## src/rtl/usb4_clk_pkg.sv

```systemverilog
// Shared types and constants for the USB4 clock-enable generator and reset sequencer.
// Default phase increments assume ACC_W=32 and an 80 GHz local_clk.
package usb4_clk_pkg;

  typedef enum logic [1:0] {
    HOLD    = 2'd0,
    RELEASE = 2'd1,
    RUN     = 2'd2
  } seq_state_t;

  // inc = rate / 80 GHz * 2**32
  localparam logic [31:0] GEN2_INC = 32'h2000_0000;
  localparam logic [31:0] GEN3_INC = 32'h4000_0000;
  localparam logic [31:0] GEN4_INC = 32'h8000_0000;
  localparam logic [31:0] SB_INC   = 32'h0000_D1B7;

  function automatic int CH_IDX_W(input int n);
    return (n > 1) ? $clog2(n) : 1;
  endfunction

endpackage

```

## src/rtl/usb4_nco_ch.sv

```systemverilog
// One fractional phase accumulator producing a registered carry tick.
// With USB4_PHASE_OUT_EN defined it also produces a divide-by-two phase output.
module usb4_nco_ch #(
  parameter int ACC_W = 32
) (
  input  logic             i_clk,
  input  logic             i_rst_n,
  input  logic             i_en,
  input  logic             i_clr,
  input  logic [ACC_W-1:0] i_inc,
  output logic             o_tick
`ifdef USB4_PHASE_OUT_EN
  ,
  output logic             o_phase
`endif
);

  logic [ACC_W-1:0] r_acc;
  logic             r_tick;
  logic [ACC_W:0]   w_sum;

  assign w_sum  = {1'b0, r_acc} + {1'b0, i_inc};
  assign o_tick = r_tick;

  // Clearing takes priority so a disabled channel restarts from phase zero.
  always_ff @(posedge i_clk or negedge i_rst_n) begin
    if (!i_rst_n) begin
      r_acc  <= {ACC_W{1'b0}};
      r_tick <= 1'b0;
    end else if (i_clr) begin
      r_acc  <= {ACC_W{1'b0}};
      r_tick <= 1'b0;
    end else if (i_en) begin
      r_acc  <= w_sum[ACC_W-1:0];
      r_tick <= w_sum[ACC_W];
    end else begin
      r_tick <= 1'b0;
    end
  end

`ifdef USB4_PHASE_OUT_EN
  logic r_phase;

  assign o_phase = r_phase;

  always_ff @(posedge i_clk or negedge i_rst_n) begin
    if (!i_rst_n) begin
      r_phase <= 1'b0;
    end else if (i_clr || !i_en) begin
      r_phase <= 1'b0;
    end else begin
      r_phase <= r_phase ^ w_sum[ACC_W];
    end
  end
`endif

endmodule

```

## src/rtl/usb4_clk_rst_seq.sv

```systemverilog
// USB4 multi-channel NCO tick generator with a sideband-paced reset release sequencer.
// Optional divided phase outputs are enabled by defining USB4_PHASE_OUT_EN.
module usb4_clk_rst_seq
  import usb4_clk_pkg::*;
#(
  parameter int NUM_CH     = 4,
  parameter int ACC_W      = 32,
  parameter int RST_CYCLES = 3,
  parameter int SB_CH      = 0,
  parameter int CNT_W      = 8
) (
  input  logic                          local_clk,
  input  logic                          rst,
  input  logic                          sw_rst,
  input  logic                          cfg_we,
  input  logic [CH_IDX_W(NUM_CH)-1:0]   cfg_ch,
  input  logic                          cfg_en,
  input  logic [ACC_W-1:0]              cfg_inc,
  output logic [NUM_CH-1:0]             tick_o,
  output logic [NUM_CH-1:0]             rst_n_o,
  output logic                          ready_o
`ifdef USB4_PHASE_OUT_EN
  ,
  output logic [NUM_CH-1:0]             phase_o
`endif
);

  localparam int                CW       = CH_IDX_W(NUM_CH);
  localparam logic [CW:0]       NUM_CH_L = (CW + 1)'(NUM_CH);
  localparam logic [CW-1:0]     IDX_LAST = CW'(NUM_CH - 1);
  localparam logic [CNT_W-1:0]  CNT_LAST = CNT_W'(RST_CYCLES - 1);

  logic [ACC_W-1:0]  r_inc [NUM_CH];
  logic [NUM_CH-1:0] r_en;
  logic [NUM_CH-1:0] w_clr;
  logic [NUM_CH-1:0] w_tick;
  logic              w_ch_ok;
  logic              w_sb_tick;

  seq_state_t        r_state;
  logic [CNT_W-1:0]  r_cnt;
  logic [CW-1:0]     r_idx;
  logic [NUM_CH-1:0] r_rst_n;
  logic              r_ready;

  assign w_ch_ok   = cfg_we && ({1'b0, cfg_ch} < NUM_CH_L);
  assign w_sb_tick = w_tick[SB_CH];
  assign tick_o    = w_tick;
  assign rst_n_o   = r_rst_n;
  assign ready_o   = r_ready;

  // Channel configuration registers; out-of-range channel writes are dropped.
  always_ff @(posedge local_clk or negedge rst) begin
    if (!rst) begin
      for (int i = 0; i < NUM_CH; i++) begin
        r_inc[i] <= {ACC_W{1'b0}};
      end
      r_en <= {NUM_CH{1'b0}};
    end else if (w_ch_ok) begin
      r_inc[cfg_ch] <= cfg_inc;
      r_en[cfg_ch]  <= cfg_en;
    end
  end

  for (genvar g = 0; g < NUM_CH; g++) begin : g_ch
    localparam logic [CW-1:0] CH_ID = CW'(g);

    assign w_clr[g] = w_ch_ok && (cfg_ch == CH_ID) && !cfg_en;

    usb4_nco_ch #(
      .ACC_W (ACC_W)
    ) u_nco (
      .i_clk   (local_clk),
      .i_rst_n (rst),
      .i_en    (r_en[g]),
      .i_clr   (w_clr[g]),
      .i_inc   (r_inc[g]),
      .o_tick  (w_tick[g])
`ifdef USB4_PHASE_OUT_EN
      ,
      .o_phase (phase_o[g])
`endif
    );
  end

  // Reset sequencer: hold for RST_CYCLES sideband ticks, then release one channel per tick.
  always_ff @(posedge local_clk or negedge rst) begin
    if (!rst) begin
      r_state <= HOLD;
      r_cnt   <= {CNT_W{1'b0}};
      r_idx   <= {CW{1'b0}};
      r_rst_n <= {NUM_CH{1'b0}};
      r_ready <= 1'b0;
    end else if (sw_rst) begin
      r_state <= HOLD;
      r_cnt   <= {CNT_W{1'b0}};
      r_idx   <= {CW{1'b0}};
      r_rst_n <= {NUM_CH{1'b0}};
      r_ready <= 1'b0;
    end else begin
      case (r_state)
        HOLD: begin
          r_rst_n <= {NUM_CH{1'b0}};
          r_ready <= 1'b0;
          if (w_sb_tick) begin
            r_cnt <= r_cnt + {{(CNT_W-1){1'b0}}, 1'b1};
            if (r_cnt == CNT_LAST) begin
              r_state <= RELEASE;
              r_idx   <= {CW{1'b0}};
            end
          end
        end
        RELEASE: begin
          r_ready <= 1'b0;
          if (w_sb_tick) begin
            r_rst_n[r_idx] <= 1'b1;
            if (r_idx == IDX_LAST) begin
              r_state <= RUN;
              r_ready <= 1'b1;
            end else begin
              r_idx <= r_idx + {{(CW-1){1'b0}}, 1'b1};
            end
          end
        end
        RUN: begin
          r_rst_n <= {NUM_CH{1'b1}};
          r_ready <= 1'b1;
        end
        default: begin
          r_state <= HOLD;
          r_cnt   <= {CNT_W{1'b0}};
          r_idx   <= {CW{1'b0}};
          r_rst_n <= {NUM_CH{1'b0}};
          r_ready <= 1'b0;
        end
      endcase
    end
  end

endmodule

```

## config.mk

```make
export PLATFORM = sky130hd
export DESIGN_NAME = usb4_clk_rst_seq
export DESIGN_NICKNAME = d
export VERILOG_FILES = /design/src/rtl/usb4_clk_pkg.sv /design/src/rtl/usb4_nco_ch.sv /design/src/rtl/usb4_clk_rst_seq.sv
export SDC_FILE = /design/constraint.sdc
export NUM_CORES = 1
export LEC_CHECK = 0
export BUFFER_PORTS_ARGS = -buffer_cell sky130_fd_sc_hd__clkbuf_2
export CAP_MARGIN = 20
export CORE_ASPECT_RATIO = 0.5
export CORE_MARGIN = 2
export CORE_UTILIZATION = 25
export DETAILED_ROUTE_END_ITERATION = 16
export REMOVE_ABC_BUFFERS = 1
export SYNTH_ARGS = -nofsm -noshare
export SYNTH_HDL_FRONTEND = slang
export SYNTH_HIERARCHICAL = 1
export SYNTH_SLANG_ARGS = --single-unit
```

## constraint.sdc

```tcl
create_clock -name local_clk -period 5.9 [get_ports local_clk]
set_input_delay 0.885 -clock local_clk [delete_from_list [all_inputs] [get_ports local_clk]]
set_output_delay 0.885 -clock local_clk [all_outputs]
set_load 0.05 [all_outputs]
```

==> summary.md <==
| Metric | Value |
|---|---|
| Status | `finished clean` |
| Max Freq | `338 MHz` |
| Top-level port count | `48` |
| Die Ht | `196 µm` |
| Cells after Synth | `about 1900` |
| Power per cell area | `557 mW/mm²` |
| Core ar. | `0.0731 mm²` |
| Portion of netlist area occupied by mux cells | `11.0%` |
| RSZ-0062 raised after global routing | `no` |
| Yosys warns | `6` |
| Crit. End Element | `register` |
| Starting DRT DRC Count | `1115` |
| Synth Area in XOR/XNOR | `4.07%` |
| Post-synth EDFFs | `0` |
| Initial antenna violation count | `1` |
| Post-CTS Setup Bufs | `0` |
| Rel. slew slack | `approximately two fifths` |
| Final slew viol count | `0` |
| Number of global-route vias before repair | `14300` |
| Cell Area, Synth | `0.0185 mm²` |
| CTS root buf | `clkbuf_16` |
| Post-route cell area | `0.0210 mm²` |
| Final Skew | `about 0.034 ns` |
| Area leader, netlist | `dfrtp_1` |
| First-pass GRT wire length | `78900 µm` |
| Commonest cells after routing, fill and taps aside | `dfrtp_1, a21oi_1, nor2_1, nand2_1, ha_1` |
| Vias | `14600` |
| Layout cells sized above 1 | `between 10% and 20%` |
| Fin Hold WS | `0.271 ns` |
| Clock Tree Buf Depth | `3` |
| HP Class | `in2async` |
| Setup CP Type | `reg2reg` |
| # port buffers | `47` |
| Setup Viol. Count Final | `0` |
| Synth top area cells | `dfrtp_1, ha_1, mux2_2` |
| Initial core utilization | `25.3%` |
| Largest net degree at the start of global routing | `around 160` |
| Total die area | `0.0763 mm²` |
| Asr flop ratio synth | `100%` |
| Area after DPL | `0.0198 mm²` |
| Inserted Clock Buffers | `34` |
| Met1 Use GR | `17.5%` |
| Final Wtd Congestion | `0.892` |
| GR Util met3 | `under 10%` |
| Crit path from | `r_inc[0]` |
| Die Wd | `just under 400 µm` |
| Final #Nets | `roughly 2100` |
| Total track usage | `12.7%` |
| DR vias/cell | `about 5.0` |
| Register area share after synthesis | `38.0%` |
| Routed wire per std cell | `16.8 µm` |
| Detail Placement HPWL | `34600 µm` |
| Total wire length | `48900 µm` |
| Complex-gate fraction of the synthesized area | `between 20 and 25%` |
| Seq cells post-synth | `~280` |
| Avg Inst Size Synth | `9.81 µm²` |
| Least-Margin Pin Slew | `roughly 0.9 ns` |
| Total grt overflow | `0` |
| Arr. time, crit path | `3.38 ns` |
| Power consumption | `~12 mW` |
| CP max FO | `5` |
| Row Count | `70` |
| Number of gates resized after cts | `0` |
| Netlist cell types | `87` |
| Fin crit share | `around half` |
| Post-synthesis adder-cell area fraction | `9.76%` |
| N_diodes | `0` |
| DRC viols | `0` |
| Final TNS setup | `0 ns` |
| Max-Cap Viols | `0` |
| R2r startpoint | `r_inc[0]` |
| Met2 Use GR | `20.5%` |
| Worst-path clk slew | `0.06 ns` |
| Layout area overhead | `13.7%` |
| GRT Max-Usage Layer | `met2` |
| VDD IR max | `0.209 mV` |
| Final ANT Viol Nets | `0` |
| Final hold violations | `0` |
| Worst setup SP type | `register` |
| Area share of the largest cell type after synthesis | `a little under two fifths` |
| CTS tree | `built` |
| Largest family of logic cells by synthesized area | `compound AO/OA/AOI/OAI gates` |
| Clock sinks | `281` |
| Hold-fix buffers, CTS | `0` |
| Worst-Skew Late Latency | `0.56 ns` |
| Simple-gate area share of the yosys netlist | `14.6%` |
| H-tree level count | `2` |
| Required time of the critical path | `6.32 ns` |
| Lkg Pwr | `9.01 nW` |
| Final core utilization | `28.8%` |
| DRT Pass-1 Iters | `5` |
| Top FF cell, synth | `dfrtp_1` |
| Final min period | `2.96 ns` |
| Commonest non-fill, non-tap cell in the layout | `dfrtp_1` |
-- cell families (layout without fill, tap and decap cells) --
kind of cell | after synthesis | after routing
adder cells (fa/ha/maj) | 142 | 142
AND/OR/NAND/NOR | 538 | 538
multiplexers | 187 | 187
AO/OA/AOI/OAI | 535 | 535
XOR/XNOR | 86 | 86
flip-flops | 281 | 281
buffers and inverters | 118 | 167
-- final timing paths --
path | endpoint | slack [ns] | depth (start not counted)
worst max-delay path | g_ch[3].u_nco/r_acc[28] | 2.94 | 11
worst min-delay path | g_ch[1].u_nco/r_acc[24] | 0.27 | 1
worst max register to register | g_ch[3].u_nco/r_acc[28] | 2.94 | 11
worst min register to register | g_ch[0].u_nco/r_acc[31] | 0.49 | 2
max in group asynchronous | r_inc[21] | 4.37 | 2
min in group local_clk | g_ch[0].u_nco/r_acc[31] | 0.49 | 2
-- cell usage after synthesis (13+ instances only) --
library cell	n
nor2_1	157
o21bai_1	13
a21o_1	38
nand4_1	21
nand3_1	34
mux2_2	136
mux2i_1	51
a21oi_1	159
nand2_1	140
nor3_1	31
nand3b_1	16
a211oi_1	32
or3_1	14
ha_1	138
o21a_1	26
nand2b_1	16
o211ai_1	24
clkbuf_1	58
o31ai_1	13
xor2_1	38
nor2b_1	16
dfrtp_1	281
xnor2_1	48
inv_1	42
o21ai_0	95
a31oi_1	21
-- state kept, by name, summed over array words and instances, names as in the netlist --
register,cells
r_en,4
g_ch.u_nco/o_tick,4
r_inc,128
r_state,2
r_idx,2
g_ch.u_nco/r_acc,128
ready_o,1
rst_n_o,4
r_cnt,8
-- where the power goes --
part           internal (mW)  total, mW  switching (mW)
logic                   2.68       6.40            3.72
registers               2.58       3.00           0.417
clock network           1.42       2.32           0.907
-- routing by layer --
metal | vias to the layer above | routed length (µm)
li1 | 7087 | -
met1 | 7201 | 23700
met2 | 274 | 22100
met3 | 75 | 1610
met4 | 0 | 1560
met5 | - | 0
-- critical path: stages, from the launching register on --
cell and delay, ns:
dfrtp_1 0.35, ha_1 0.21, inv_1 0.07, fa_1 0.40, and2b_1 0.28, o21bai_4 0.08, a211oi_4 0.37, o41ai_2 0.17
a31oi_1 0.34, a21boi_1 0.14, and4b_1 0.21, a211o_1 0.22
-- area by class of cell --
type	instances	area, µm²
inverters	43	161
clock buffers	46	997
clock inverters	15	239
flip-flops and latches	281	7030
well taps	972	1220
fillers	7566	52100
multi-input cells	1488	11000
repair buffers	63	378
-- through the flow --
step	setup WS, ns	cells
2_1_floorplan	1.75	1812
3_3_place_gp	2.69	2847
3_5_place_dp	2.64	2847
4_1_cts	2.95	2908
5_1_grt	2.76	2908
6_report	2.94	2908
Note: power is estimated with default switching activity, not from simulation.
